==> src/rtl/move_sequencer.sv <==
// move_sequencer: turn controller for a tic-tac-toe board.
// Accepts player (play/player_pos) and computer (comp_valid/comp_pos) move
// requests, checks legality against its own occupancy record, drives the
// shared decoder position bus with a one-cycle enable per accepted move,
// and detects win/draw, holding the result until restart.
// Ports:
//   clock, reset (async active-low), restart (sync clear)
//   play, player_pos     : player request, sampled in IDLE only
//   comp_valid, comp_pos : computer request, sampled in PC_WAIT only
//   dec_pos, pl_dec_en, pc_dec_en : decoder bus and per-player enables
//   illegal_move         : one-cycle pulse on a rejected request
//   turn                 : 0 player to move, 1 computer to move
//   board_x, board_o     : player / computer occupancy
//   winner               : 00 none, 01 player, 10 computer, 11 draw
//   game_over            : high while the game is finished
`timescale 1ns/1ps
module move_sequencer #(
  parameter int CELLS = 9,
  parameter int POS_W = 4
) (
  input  logic             clock,
  input  logic             reset,
  input  logic             restart,
  input  logic             play,
  input  logic [POS_W-1:0] player_pos,
  input  logic             comp_valid,
  input  logic [POS_W-1:0] comp_pos,
  output logic [POS_W-1:0] dec_pos,
  output logic             pl_dec_en,
  output logic             pc_dec_en,
  output logic             illegal_move,
  output logic             turn,
  output logic [CELLS-1:0] board_x,
  output logic [CELLS-1:0] board_o,
  output logic [1:0]       winner,
  output logic             game_over
);

  typedef enum logic [2:0] {
    IDLE      = 3'd0,
    PL_COMMIT = 3'd1,
    PC_WAIT   = 3'd2,
    PC_COMMIT = 3'd3,
    CHECK     = 3'd4,
    DONE      = 3'd5
  } state_t;

  localparam logic [1:0] WIN_NONE = 2'b00;
  localparam logic [1:0] WIN_PL   = 2'b01;
  localparam logic [1:0] WIN_PC   = 2'b10;
  localparam logic [1:0] WIN_DRAW = 2'b11;

  // One-hot mask of a cell; positions outside the board give an empty mask.
  function automatic logic [CELLS-1:0] cell_mask(input logic [POS_W-1:0] p);
    logic [CELLS-1:0] m;
    m = {CELLS{1'b0}};
    for (int i = 0; i < CELLS; i++) begin
      m[i] = (p == POS_W'(i));
    end
    return m;
  endfunction

  function automatic logic is_legal(input logic [POS_W-1:0] p,
                                    input logic [CELLS-1:0] bx,
                                    input logic [CELLS-1:0] bo);
    return (p < POS_W'(CELLS)) && ((cell_mask(p) & (bx | bo)) == {CELLS{1'b0}});
  endfunction

  // Any of the 8 lines (rows, columns, diagonals) fully owned.
  function automatic logic has_line(input logic [CELLS-1:0] b);
    return (b[0] & b[1] & b[2]) | (b[3] & b[4] & b[5]) | (b[6] & b[7] & b[8]) |
           (b[0] & b[3] & b[6]) | (b[1] & b[4] & b[7]) | (b[2] & b[5] & b[8]) |
           (b[0] & b[4] & b[8]) | (b[2] & b[4] & b[6]);
  endfunction

  state_t           state_r, state_s;
  logic [POS_W-1:0] dec_pos_r, dec_pos_s;
  logic             pl_en_r, pl_en_s, pc_en_r, pc_en_s;
  logic             illegal_r, illegal_s, turn_r, turn_s;
  logic [CELLS-1:0] board_x_r, board_x_s, board_o_r, board_o_s;
  logic [1:0]       winner_r, winner_s;
  logic             game_over_r, game_over_s;
  logic [CELLS-1:0] mover_board_s;

  // Next-state and next-output computation; restart overrides everything.
  always_comb begin
    state_s       = state_r;
    dec_pos_s     = dec_pos_r;
    pl_en_s       = 1'b0;
    pc_en_s       = 1'b0;
    illegal_s     = 1'b0;
    turn_s        = turn_r;
    board_x_s     = board_x_r;
    board_o_s     = board_o_r;
    winner_s      = winner_r;
    game_over_s   = game_over_r;
    mover_board_s = turn_r ? board_o_r : board_x_r;

    case (state_r)
      IDLE: begin
        if (play) begin
          if (is_legal(player_pos, board_x_r, board_o_r)) begin
            // dec_pos doubles as the latched move position.
            dec_pos_s = player_pos;
            pl_en_s   = 1'b1;
            state_s   = PL_COMMIT;
          end else begin
            illegal_s = 1'b1;
          end
        end else begin
          state_s = IDLE;
        end
      end
      PL_COMMIT: begin
        board_x_s = board_x_r | cell_mask(dec_pos_r);
        state_s   = CHECK;
      end
      PC_WAIT: begin
        if (comp_valid) begin
          if (is_legal(comp_pos, board_x_r, board_o_r)) begin
            dec_pos_s = comp_pos;
            pc_en_s   = 1'b1;
            state_s   = PC_COMMIT;
          end else begin
            illegal_s = 1'b1;
          end
        end else begin
          state_s = PC_WAIT;
        end
      end
      PC_COMMIT: begin
        board_o_s = board_o_r | cell_mask(dec_pos_r);
        state_s   = CHECK;
      end
      CHECK: begin
        // turn still identifies the mover here; it only flips on a continue.
        if (has_line(mover_board_s)) begin
          winner_s    = turn_r ? WIN_PC : WIN_PL;
          game_over_s = 1'b1;
          state_s     = DONE;
        end else if ((board_x_r | board_o_r) == {CELLS{1'b1}}) begin
          winner_s    = WIN_DRAW;
          game_over_s = 1'b1;
          state_s     = DONE;
        end else begin
          turn_s  = ~turn_r;
          state_s = turn_r ? IDLE : PC_WAIT;
        end
      end
      DONE: begin
        state_s = DONE;
      end
      default: begin
        state_s = IDLE;
      end
    endcase

    if (restart) begin
      state_s     = IDLE;
      dec_pos_s   = {POS_W{1'b0}};
      pl_en_s     = 1'b0;
      pc_en_s     = 1'b0;
      illegal_s   = 1'b0;
      turn_s      = 1'b0;
      board_x_s   = {CELLS{1'b0}};
      board_o_s   = {CELLS{1'b0}};
      winner_s    = WIN_NONE;
      game_over_s = 1'b0;
    end else begin
      game_over_s = game_over_s;
    end
  end

  // State and output registers with asynchronous clear.
  always_ff @(posedge clock or negedge reset) begin
    if (!reset) begin
      state_r     <= IDLE;
      dec_pos_r   <= {POS_W{1'b0}};
      pl_en_r     <= 1'b0;
      pc_en_r     <= 1'b0;
      illegal_r   <= 1'b0;
      turn_r      <= 1'b0;
      board_x_r   <= {CELLS{1'b0}};
      board_o_r   <= {CELLS{1'b0}};
      winner_r    <= WIN_NONE;
      game_over_r <= 1'b0;
    end else begin
      state_r     <= state_s;
      dec_pos_r   <= dec_pos_s;
      pl_en_r     <= pl_en_s;
      pc_en_r     <= pc_en_s;
      illegal_r   <= illegal_s;
      turn_r      <= turn_s;
      board_x_r   <= board_x_s;
      board_o_r   <= board_o_s;
      winner_r    <= winner_s;
      game_over_r <= game_over_s;
    end
  end

  assign dec_pos      = dec_pos_r;
  assign pl_dec_en    = pl_en_r;
  assign pc_dec_en    = pc_en_r;
  assign illegal_move = illegal_r;
  assign turn         = turn_r;
  assign board_x      = board_x_r;
  assign board_o      = board_o_r;
  assign winner       = winner_r;
  assign game_over    = game_over_r;

endmodule

==> config.mk <==
export PLATFORM = sky130hd
export DESIGN_NAME = move_sequencer
export DESIGN_NICKNAME = d
export VERILOG_FILES = /design/src/rtl/move_sequencer.sv
export SDC_FILE = /design/constraint.sdc
export NUM_CORES = 1
export LEC_CHECK = 0
export BUFFER_PORTS_ARGS = -buffer_cell sky130_fd_sc_hd__buf_2
export CAP_MARGIN = 10
export CORE_AREA = 3 3 88 90
export DETAILED_ROUTE_END_ITERATION = 10
export DIE_AREA = 0 0 91 93
export PLACE_DENSITY = 0.53
export SYNTH_ARGS = -nofsm -noshare
export SYNTH_HDL_FRONTEND = slang
export SYNTH_SLANG_ARGS = --single-unit
==> constraint.sdc <==
create_clock -name clock -period 2.1 [get_ports clock]
set_input_delay 0.42 -clock clock [delete_from_list [all_inputs] [get_ports clock]]
set_output_delay 0.42 -clock clock [all_outputs]
set_load 0.005 [all_outputs]
After elaboration in Yosys (flattened, before gate mapping)
Index checks and enable logic that the tools add are counted.
Widths: inputs -> output; s select.
{"block": "word_totals", "wordCells": 144, "inputBits": 13, "out_inout_bits": 29, "regBits": 32}
{"block": "op_classes", "reduce_logical": 18, "magnitude_cmp": 2, "n_bitwise": 29, "muxes": 47, "eq_ne": 38}
{"op": "$eq 4x3->1 const B", "n": 12}
{"op": "$mux 9", "n": 5}
{"op": "$or 9x9->9", "n": 3}
{"op": "$eq 4x2->1 const B", "n": 6}
{"op": "$mux 1", "n": 21}
{"op": "$mux 3", "n": 7}
{"op": "$mux 4", "n": 5}
{"op": "$and 9x9->9", "n": 2}
{"op": "$logic_not 9->1", "n": 2}
{"op": "$and 1x1->1", "n": 16}
{"op": "$pmux 3 s5", "n": 1}
{"op": "$eq 4x1->1 const B", "n": 3}
{"op": "$eq 4x4->1 const B", "n": 3}
{"op": "$logic_not 4->1", "n": 3}
{"op": "$mux 2", "n": 6}
{"op": "$ne 3x3->1 const B", "n": 4}
{"op": "$eq 9x9->1 const B", "n": 1}
{"op": "$lt 4x4->1 const B", "n": 2}
{"op": "$ne 4x4->1 const B", "n": 2}
{"op": "$pmux 4 s2", "n": 1}
{"op": "$or 1x1->1", "n": 7}
{"op": "$eq 3x2->1 const B", "n": 2}
{"op": "$eq 3x3->1 const B", "n": 2}
{"op": "$reduce_bool 2->1", "n": 3}
{"op": "11 further kinds", "n": 15}

Longest topological paths before layout
Gate-level depths: netlist of run 1.
{"block": "depth", "ltp_word": 13, "ltp_mapped": 6, "depth_no_buf": 6}

Worst setup path after synthesis of run 1
Ideal clock, no wire load.
{"block": "synth_path", "kind": "reg2reg", "from": "register board_o_r[0], in the netlist board_o[0]", "to": "register dec_pos_r[0], in the netlist dec_pos[0]", "setup_ns": 0.125, "slack_ns": 0.133, "path_stages_with_launch": 7, "required_time_ns": 1.975, "n_path_buf": 0, "period_less_slack_ns": 1.967, "arrival_ns": 1.842, "cell_sequence": "dfrtp_1 nor2_1 mux4_2 a22oi_2 nand2_2 o32ai_4 mux2_2"}
{"block": "synth_via", "elab_chain_cells": 6, "elab_cells_between_ends": 10, "cone_classes": "2 x eq/ne; 3 x bitwise; 5 x reduce/logical"}
{"item": "start, declared", "line_no": "80", "source": "logic [CELLS-1:0] board_x_r, board_x_s, board_o_r, board_o_s;"}
{"item": "start signal, assigned", "line_no": "184", "source": "board_o_r <= {CELLS{1'b0}};"}
{"item": "start signal, assigned", "line_no": "195", "source": "board_o_r <= board_o_s;"}
{"item": "$or 9x9->9 (*)", "line_no": "66", "source": "return (p < POS_W'(CELLS)) && ((cell_mask(p) & (bx | bo)) == {CELLS{1'b0}});"}
{"item": "$and 9x9->9", "line_no": "66"}
{"item": "$logic_not 9->1", "line_no": "66"}
{"item": "$logic_and 1x1->1", "line_no": "66"}
{"item": "$ne 3x3->1 (no line)"}
{"item": "$reduce_and 5->1 (no line) (*)"}
{"item": "end signal, assigned", "line_no": "178", "source": "dec_pos_r <= {POS_W{1'b0}};"}
{"item": "end signal, assigned", "line_no": "189", "source": "dec_pos_r <= dec_pos_s;"}
{"item": "end, declared", "line_no": "77", "source": "logic [POS_W-1:0] dec_pos_r, dec_pos_s;"}
Every way passes the cells marked *; elsewhere a longest branch is shown, timed or not.
A chain may end at the register's enable or synchronous reset.

Worst setup path after layout of run 1
{"block": "layout_path", "from": "register board_o_r[3], in the netlist board_o[3]", "to": "register dec_pos_r[1], in the netlist dec_pos[1]"}
The elaborated chain is that of the path after synthesis.

==> run summary, run 1 <==
The flow ran to the end, and the final reports show no timing, DRC or antenna violations. For the minimum setup slack among reg-to-reg paths, the log shows 80 ps. Wire length of the first global-routing pass: 8.507 mm. Together, buffers and inverters on the worst path number 0. The average instance in the mapped netlist occupies 9.260 µm².

In the routed layout, each cell is associated on average with a via count of 4.788. In this run the remaining antenna-violating nets after routing total 0. The initial utilization of the core area, before any placement, comes to 24.26%.

After the first detailed-routing iteration, the DRC count stood at 110. Counting the fill cells in the layout gives 788. Pin placement for this block handled 42 I/O pins. For the remaining routing DRC violations, the log shows 0. Setup violations remaining at the end of the flow were counted as 0.

The die covers 8463 µm². The run gives 0.1889 mV as the worst-case vdd ir drop. The total of warnings raised by yosys was 0; the initial antenna violation count was 0. The row count was 31; the area of all placed cells without fillers was 2320 µm².

The static leakage power was 1.098 nW. The total number of vias was 1690; the transition time at the pin with the least slew margin was 728.6 ps. The tools report the final hold violation count as 0.

Once layout is complete, the utilization of the core stands at 32.50%. The cell depth of the worst flop-to-flop path was 6; the count of final max-slew check failures was 0. In this run the power density over the cells is 588.4 nW/µm². The met2 capacity usage during global routing is 20.54%, and the period utilization is 96.31%.

The clock edge transition at the registers on the reported setup and hold paths works out to 60 ps. The tools report the share of the yosys chip area belonging to registers as 46.24%. Startpoint of the worst register-to-register path: board_o[3]. The average wire per cell in the routed design works out to 14.80 µm. The post-synthesis register bit count works out to 32. In this run the worst path has a maximum fanout of 4.

The run gives 0 as the final antenna diode count. For this block, the routed nets add up to 5.223 mm of wire. Setup repair after global routing could not meet its margin everywhere. TritonCTS created 5 clock buffers. The area growth from synthesis to layout is 33.96%. Measured along the y axis, the die boundary spans 93 µm.

The tree built by TritonCTS fans out to 32 sinks. Global routing used 16.18% of the available met1 tracks. Grouping stages by cell kind, the critical path spends the most delay in multiplexers.

The destination of the critical timing path is dec_pos[1]. Buffers inserted to repair hold after CTS numbered 0. Number of nets produced by synthesis: 200.

The fmax is 494.4 MHz. In this run, distinct cell masters in the synthesized netlist total 35. Die outline width: 91 µm. The top cell types in the final layout, fill and taps aside, are 41 x buf_2, 34 x nor2_1, 32 x dfrtp_1. In the synthesized netlist, the number of instances is 187. The capture point of the worst reg-to-reg path is dec_pos[1]. CTS built an H-tree with a depth of 2. In this run the cell area of the synthesized design comes to 1732 µm².

Data required time of the critical path: 2260 ps. Leaving out fill and tap cells, the most frequent cell in the layout is buf_2. The via count of the first global-routing pass is 1665, and the accumulated negative setup slack is 0 ps. The global routing stage identified its most utilized layer as met2. The run gives 12.63% as the total routing resource utilization after global routing.

The worst clock skew on the final layout came out at 4.316 ps. STA classifies the critical path startpoint as a flip-flop. The first detailed-routing pass ran for 4 iterations.

The core region is 7137 µm². The largest single stage delay on the critical path is 480 ps. At the later pin of the worst-skew pair, clock insertion delay measures 280 ps. The tools report the post-place instance area as 2211 µm². The critical path starts at board_o[3]. The shortest clock period the worst path allows after layout works out to 2022 ps. The run gives 0.8465 as the global placer's final weighted congestion.

Buffers placed on the I/O ports in this run total 41. STA classifies the critical path endpoint as a flip-flop. The pin count of the biggest net entering global routing was 33; the cell count along the critical path was 6. The maximum clock path buffer count came out at 2.

The placed wire-length estimate is 4.070 mm. The tools report the number of maximum-capacitance violations as 0. For this design, the slowest cell found on the critical path is mux4_2. The arrival time of the worst setup path was 2190 ps; the global-route track usage on met3 was 3.540%. The path class of the tightest hold or removal check is in -> async. The signal on the critical path passes through nor2_1 > mux4_2 > a22oi_2 > nand2_2 > o32ai_4 > mux2_2. The worst setup path is of the reg -> reg kind. The share of final-layout standard cells stronger than drive strength 1 is 33.46%. TritonCTS built the clock tree. The cell sitting at the root of the clock tree is a clkbuf_8. At the end of the flow, the number of nets in the layout was 266. The final global-route overflow total is 0, and the normalized max-slew margin is 51.42%.
==> registers in the layout, indices dropped and copies added, names as in the netlist <==
register and cells:
pc_dec_en 1, turn 1, dec_pos 4, board_x 9, winner 2, board_o 9
pl_dec_en 1, game_over 1, state_r 3, illegal_move 1
==> Yosys cell counts <==
library cell	n	area share [%]
clkbuf_1	4	0.87
nand2_2	1	0.36
a22o_1	6	3.0
nor2_1	35	7.6
nor4_1	2	0.72
nand2_1	15	3.3
o31ai_1	1	0.43
mux2_2	4	2.6
nor3_1	8	2.3
or4_1	1	0.43
dfrtp_1	32	46
a22oi_1	4	1.7
mux4_2	2	2.6
mux2i_1	1	0.58
o31a_1	1	0.51
nand3_1	2	0.58
buf_1	2	0.43
a21oi_1	25	7.2
nand2b_1	2	0.72
o22a_2	1	0.58
a211oi_1	6	2.6
mux4_1	1	1.5
or3_1	2	0.72
and3_1	3	1.1
nor2b_1	3	1.1
o32ai_4	1	1.6
nand3b_1	1	0.43
inv_1	7	1.5
o311ai_0	1	0.51
nor3b_1	1	0.43
o221ai_1	1	0.51
a22o_2	2	1.2
a31oi_1	5	1.8
a22oi_2	1	0.72
nor4b_1	3	1.5
==> power breakdown <==
group	internal, mW	switching, mW
registers	0.638	0.0371
clock network	0.267	0.217
logic	0.0902	0.116
==> cell type report <==
| type | count | area, µm² | share of cell area, % |
|---|---|---|---|
| multi-input cells | 142 | 893.4 | 38.51 |
| flip-flops and latches | 32 | 800.8 | 34.52 |
| repair buffers | 65 | 385.4 | 16.61 |
| well taps | 99 | 123.9 | 5.340 |
| clock buffers | 8 | 90.09 | 3.884 |
| inverters | 7 | 26.28 | 1.133 |
==> worst min-delay path by stage <==
stage / end / cells after the start / start
after detailed placement: game_over / 2 / game_over
after floorplan: board_o[0] / 0 / reset
after CTS: game_over / 1 / reset
after global placement: game_over / 2 / game_over
final: winner[1] / 1 / reset
after global routing: winner[1] / 1 / reset
==> layer usage <==
metal	vias to the layer above	share of wire, %
met5	-	0
met4	0	1.3
met3	8	5.4
met2	47	49
met1	821	45
li1	814	-
==> timing repair <==
action / 4_1_cts / 5_1_grt
endpoints found under the hold margin: 0 / 0
setup endpoints to repair: 0 / 3
resized for setup: 0 / 3
buffers inserted: 0 / 1
==> metrics by stage <==
| step | instances | hold slack [ps] | total power [mW] | setup slack, ps |
|---|---|---|---|---|
| floorplan | 187 | 124.4 | 0.7914 | 133.4 |
| global placement | 344 | 501.0 | 0.8872 | -26.94 |
| detailed placement | 344 | 506.3 | 0.8890 | -78.90 |
| CTS | 352 | 225.6 | 1.380 | 70.02 |
| global route | 353 | 256.3 | 1.438 | -3.742 |
| finish | 353 | 194.9 | 1.365 | 77.52 |
==> worst reg2reg max path, stage by stage (launching register included) <==
cell     delay (ps)
dfrtp_1         350
nor2_1           80
mux4_2          480
a22oi_2         170
nand2_2         100
o32ai_4         360
mux2_2          370
==> logic make-up after synthesis <==
kind of cell	Yosys count	synth area share [%]
compound gates	55	22.40
buf+inv	13	2.818
flops	32	46.24
mux	8	7.298
simple gates	79	21.24
(Power assumes the default switching activity.)
==> run 2: changes to the inputs <==
--- a/config.mk
+++ b/config.mk
@@ -10,7 +10,7 @@
 export CORE_AREA = 3 3 88 90
 export DETAILED_ROUTE_END_ITERATION = 10
 export DIE_AREA = 0 0 91 93
-export PLACE_DENSITY = 0.53
+export PLACE_DENSITY = 0.44
 export SYNTH_ARGS = -nofsm -noshare
 export SYNTH_HDL_FRONTEND = slang
 export SYNTH_SLANG_ARGS = --single-unit
==> run summary, run 2 (same netlist as run 1, synthesis figures left out) <==
The minimum setup slack among reg-to-reg paths was 70 ps (about the same). The worst setup path is of the reg -> reg kind. The arrival time of the worst setup path was 2200 ps (about the same). The logs give 189.3 ps (-5.551 ps) for the worst-case hold slack and 2.508 mm (+7.5%) for the routed metal-1 wire length. The count of final max-slew check failures was 0 (unchanged). Number of clock sinks: 32 (unchanged). The critical path goes through nor2_2 > mux4_2 > a22oi_2 > nand2_2 > o32ai_4 > mux2_4. The number of nets in the layout was 269 (+1.1%); the worst setup slack before clock tree synthesis was -63.12 ps (+15.77 ps). The library cells used most frequently in the layout, excluding fill and tap cells, are 41 x buf_2, 32 x dfrtp_1, 31 x nor2_1. The routed via count divided by cell count is 4.792 (about the same).

Relative to the synthesized area, the layout overhead comes to 36.27%. The power density relative to cell area is 588.4 nW/µm² (about the same), and the clock latency on the worst-skew pair is 290 ps (about the same). The cell count along the critical path works out to 6 (unchanged).

Number of maximum-capacitance violations: 0 (unchanged). The tools report the effective utilization at floorplan as 24.26% (unchanged). The tools report the capture point of the worst reg-to-reg path as dec_pos[0].

Buffer cell driving the clock tree root: clkbuf_8. H-tree level count: 2 (unchanged). The tools report the final setup violation count as 0 (unchanged). The wire length of the first global-routing pass was 8.942 mm (+5.1%); the detailed route wirelength on metal3 was 221 µm (-21%). The logs give 5.423 mm (+3.8%) for the final routed wirelength across all metal layers and 8463 µm² (unchanged) for the total die area. The critical path ends at dec_pos[0]. Normalized max-slew margin: 51.25% (-0.17 points).

The run gives 4.208 mm (+3.4%) as the placed wire-length estimate. The period utilization was 96.70% (+0.40 points); the worst clock skew on the final layout was 10.91 ps (+6.595 ps). TritonCTS built the clock tree.

The final global-route overflow total was 0 (unchanged); the antenna violation net count after detailed routing was 0 (unchanged). The run gives 0 (unchanged) as the remaining routing DRC violations. The number of DRC violations after detailed-routing iteration 0 came out at 115 (+4.5%).

The delay of the slowest cell on the worst path was 470 ps (about the same). The number of CTS-inserted buffers came out at 5 (unchanged). The number of buffer and inverter stages on the critical path is 0 (unchanged), and the total routing resource utilization after global routing is 13.55% (+0.92 points). The fill cell total of the finished layout was 784 (-0.51%).

Setup repair after global routing could not meet its margin everywhere. Share of final-layout standard cells stronger than drive strength 1: 35.41% (+1.9 points). The tools report the via count of the first global-routing pass as 1661 (-0.24%).

The final hold violation count is 0 (unchanged). The tools report the source of the critical timing path as board_x[3]. The maximum clock path buffer count is 2 (unchanged).

The transition time at the pin with the least slew margin was 731.2 ps (+2.583 ps); the shortest clock period the worst path allows after layout was 2031 ps (+8.302 ps). The cell depth of the worst flop-to-flop path is 6 (unchanged). The tools report the final antenna diode count as 0 (unchanged). Global placer's final weighted congestion: 0.7785 (-8.0%). The tools report the setup slack of the critical path after layout as 69.22 ps (-8.302 ps).

The average wire per cell in the routed design was 15.23 µm (+3.0%). Class of the most critical hold timing path: in -> async. Data required time of the critical path: 2270 ps (about the same).

Critical-path maximum fanout: 4 (unchanged). For the count of TritonRoute iterations in the first routing pass, the log shows 4 (unchanged). The library cell used most frequently in the layout, excluding fill and tap cells, is buf_2. The fmax was 492.4 MHz (-0.41%). Chip height: 93 µm (unchanged). The pin count of the biggest net entering global routing came out at 33 (unchanged). Grouping stages by cell kind, the critical path spends the most delay in multiplexers. The flow ran to the end, and the final reports show no timing, DRC or antenna violations. The top-level I/O count is 42 (unchanged). The critical path endpoint category is a flip-flop. The worst-case vdd ir drop is 0.1820 mV (-3.7%), and the initial antenna violation count is 0 (unchanged). The tools report the total number of vias as 1706 (+0.95%). Placeable core area: 7137 µm² (unchanged). The total power draw is 1.388 mW (+1.7%), and the die outline width is 91 µm (unchanged). STA classifies the critical path startpoint as a flip-flop.

The clock edge transition at the registers on the reported setup and hold paths came out at 70 ps (about the same). Slowest library cell on the worst path: mux4_2. The static leakage power is 1.123 nW (+2.3%), and the quantity of I/O buffers inserted on ports is 41 (unchanged). Detailed route wirelength on metal2: 2.653 mm (+4.5%).

The startpoint of the worst register-to-register path is board_x[3]. The tools report the row count as 31 (unchanged). Highest metal layer used by the detailed router: met4.
[run 2: worst min path at each step]
stage               from    endpoint  slack, ps  cells past startpoint
6_report           reset   winner[1]        190                      1
5_1_grt            reset   winner[1]        250                      1
4_1_cts            reset  board_x[3]        220                      1
3_5_place_dp   game_over   game_over        500                      2
3_3_place_gp   game_over   game_over        500                      2
2_1_floorplan      reset  board_o[0]        120                      0
[run 2: area by class of cell]
| cell class | count | area, µm² | share of cell area, % |
|---|---|---|---|
| inverter | 7 | 26.28 | 1.113 |
| multi-input combinational | 142 | 907.1 | 38.44 |
| clock inverter | 1 | 7.507 | 0.3181 |
| timing repair buffer | 68 | 407.9 | 17.29 |
| tap | 99 | 123.9 | 5.249 |
| clock buffer | 7 | 86.33 | 3.659 |
| sequential | 32 | 800.8 | 33.93 |
[run 2: routing by layer]
metal,track usage (%),vias to the layer above
met4,3.015,0
met1,17.95,837
li1,-,826
met2,22.56,38
met3,3.138,5
met5,0,-
[run 2: power by group]
group / leakage (nW) / switching (mW) / internal [mW]
logic: 0.638 / 0.118 / 0.0971
registers: 0.440 / 0.0384 / 0.637
clock network: 0.0445 / 0.232 / 0.266
[run 2: repair_timing]
action,4_1_cts,5_1_grt
buffers inserted,0,3
endpoints found under the setup margin,0,4
hold buffers,0,0
endpoints found under the hold margin,0,0
resized for setup,0,8
[run 2: per-stage QoR]
| step | setup TNS, ps | instance area [µm²] | std cells | util, % |
|---|---|---|---|---|
| 6_report | 0 | 2360 | 356 | 33.06 |
| 3_5_place_dp | -243.2 | 2218 | 345 | 31.08 |
| 5_1_grt | -127.3 | 2360 | 356 | 33.06 |
| 4_1_cts | 0 | 2312 | 353 | 32.40 |
| 3_3_place_gp | -157.3 | 2218 | 345 | 31.08 |
| 2_1_floorplan | 0 | 1732 | 187 | - |
==> run 3: changes to the inputs <==
==> constraint.sdc (replaced) <==
create_clock -name clock -period 2.1 [get_ports clock]
set_input_delay 0.21 -clock clock [delete_from_list [all_inputs] [get_ports clock]]
set_output_delay 0.21 -clock clock [all_outputs]
set_load 0.005 [all_outputs]
==> run summary, run 3 (same netlist as run 1, synthesis figures left out) <==
Count of final max-slew check failures: 0 (unchanged). The power density relative to cell area is 595.9 nW/µm² (+1.3%). Quantity of I/O buffers inserted on ports: 41 (unchanged). In the layout the commonest cells are 41 x buf_2, 35 x nor2_1, 30 x dfrtp_1. The area growth from synthesis to layout is 34.03%.

Data required time of the critical path: 2270 ps (about the same). The tools report the destination of the critical timing path as dec_pos[0]. Wire length of the first global-routing pass: 9.039 mm (+1.1%).

Setup repair after global routing could not meet its margin everywhere. The run gives 5 (unchanged) as the number of CTS-inserted buffers. STA classifies the critical path endpoint as a flip-flop.

The via count of the first global-routing pass was 1610 (-3.1%); the pin count of the biggest net entering global routing was 34 (+3.0%). For the number of clock sinks, the log shows 32 (unchanged). The normalized max-slew margin was 50.70% (-0.55 points); the effective utilization at floorplan was 24.26% (unchanged). The remaining routing DRC violations was 0 (unchanged).

The die outline width came out at 91 µm (unchanged). The worst clock skew on the final layout was 5.783 ps (-5.128 ps). The final routed wirelength across all metal layers is 5.648 mm (+4.1%), and the critical-path maximum fanout is 4 (unchanged). The final antenna diode count is 0 (unchanged).

The min-delay analysis places its worst path in the category in -> async. The run gives 13.66% (+0.11 points) as the total routing resource utilization after global routing. For the post-place instance area, the log shows 2166 µm² (-2.4%).

The logs give 0 (unchanged) for the final setup violation count and 290 ps (about the same) for the clock latency on the worst-skew pair. The row count is 31 (unchanged), and the H-tree level count is 2 (unchanged). The total die area was 8463 µm² (unchanged).

The tools report the worst setup slack before clock tree synthesis as 31.32 ps (+94.44 ps). The number of maximum-capacitance violations was 0 (unchanged); the worst-case hold slack was -16.78 ps (-206.1 ps). For the placeable core area, the log shows 7137 µm² (unchanged).

The clock edge transition at the registers on the reported setup and hold paths is 70 ps (about the same), and the number of DRC violations after detailed-routing iteration 0 is 65 (-43%). The count of TritonRoute iterations in the first routing pass was 4 (unchanged). The leading cell type in the layout, fill and taps excluded is buf_2.

The minimum setup slack among reg-to-reg paths is 60 ps (about the same). For the arrival time of the worst setup path, the log shows 2210 ps (about the same). The routed via count divided by cell count came out at 4.833 (+0.86%). The final global-route overflow total was 0 (unchanged); the setup slack of the critical path after layout was 57.84 ps (-11.38 ps).

For the number of nets in the layout, the log shows 267 (-0.74%). Type of the worst setup path: reg -> reg. The cell depth of the worst flop-to-flop path is 6 (unchanged).

The fill cell total of the finished layout was 784 (unchanged); the final core utilization was 32.52% (-0.54 points). The shortest clock period the worst path allows after layout came out at 2042 ps (+11.38 ps). The maximum clock path buffer count is 2 (unchanged), and the area of all placed cells without fillers is 2321 µm² (-1.6%).

The run gives 0 (unchanged) as the antenna violation net count after detailed routing. For the initial antenna violation count, the log shows 0 (unchanged). The final reports fail on hold timing. The worst-case vdd ir drop was 0.2754 mV (+51%); the final hold violation count was 23 (+23). TritonCTS built the clock tree. The placed wire-length estimate is 4.216 mm (+0.18%), and the transition time at the pin with the least slew margin is 739.5 ps (+8.307 ps). The global placer's final weighted congestion came out at 0.7832 (+0.60%). The worst register-to-register path ends at dec_pos[0]. For the number of buffers inserted for hold repair after clock tree synthesis, the log shows 0 (unchanged). The run finished, with violations left. The worst setup path is launched from a flip-flop. The share of final-layout standard cells stronger than drive strength 1 is 34.51% (-0.90 points). The average wire per cell in the routed design came out at 15.95 µm (+4.7%). The top-level I/O count came out at 42 (unchanged). The buffer cell driving the clock tree root is clkbuf_8. In this run the critical register-to-register path is launched from board_o[7]. The source of the critical timing path was board_o[7]. The tools report the static leakage power as 1.104 nW (-1.7%).

The chip height is 93 µm (unchanged), and the total number of vias is 1711 (+0.29%). The period utilization was 97.25% (+0.54 points). The fmax came out at 489.7 MHz (-0.56%).
[run 3: metal layers]
metal	vias to the layer above	routed length (µm)	GRT usage, %
met2	35	2766	22.26
met3	7	247	3.057
met1	850	2559	17.94
met4	0	74	4.648
met5	-	0	0
li1	819	-	-
[run 3: cell type report]
type                    instances  area [µm²]  share of cell area [%]
multi-input cells             142       882.1                   38.01
repair buffers                 66       392.9                   16.93
clock inverters                 2       10.01                  0.4313
well taps                      99       123.9                   5.337
flip-flops and latches         32       803.3                   34.61
inverters                       7       26.28                   1.132
clock buffers                   6       82.58                   3.558
[run 3: how the worst min path moves through the flow]
stage,depth (start not counted),endpoint,slack (ps)
CTS,1,winner[1],10
floorplan,0,board_o[0],-90
global placement,1,winner[1],330
detailed placement,1,winner[1],330
global route,1,winner[0],50
finish,1,winner[1],-20
[run 3: through the flow]
stage / TNS [ps] / std cells / power, mW
2_1_floorplan: 0 / 187 / 0.7914
3_3_place_gp: 0 / 338 / 0.8965
3_5_place_dp: 0 / 338 / 0.8955
4_1_cts: 0 / 346 / 1.403
5_1_grt: -51.63 / 354 / 1.469
6_report: 0 / 354 / 1.383
[run 3: what timing repair did]
action | CTS | global route
buffers inserted | 0 | 8
resized for setup | 0 | 2
hold endpoints to repair | 0 | 0
setup endpoints to repair | 0 | 4
[run 3: worst max-delay path: stages, from the launching register on]
cell	delay [ps]
dfrtp_1	400
nor2_1	100
mux4_2	480
nand3b_1	130
nand2_2	80
o32ai_4	350
mux2_2	380
[run 3: power breakdown]
group          switching (mW)  total (mW)  internal [mW]
Sequential             0.0307       0.668          0.637
Combinational           0.128       0.219         0.0910
Clock                   0.235       0.496          0.261
Total                   0.393        1.38          0.990
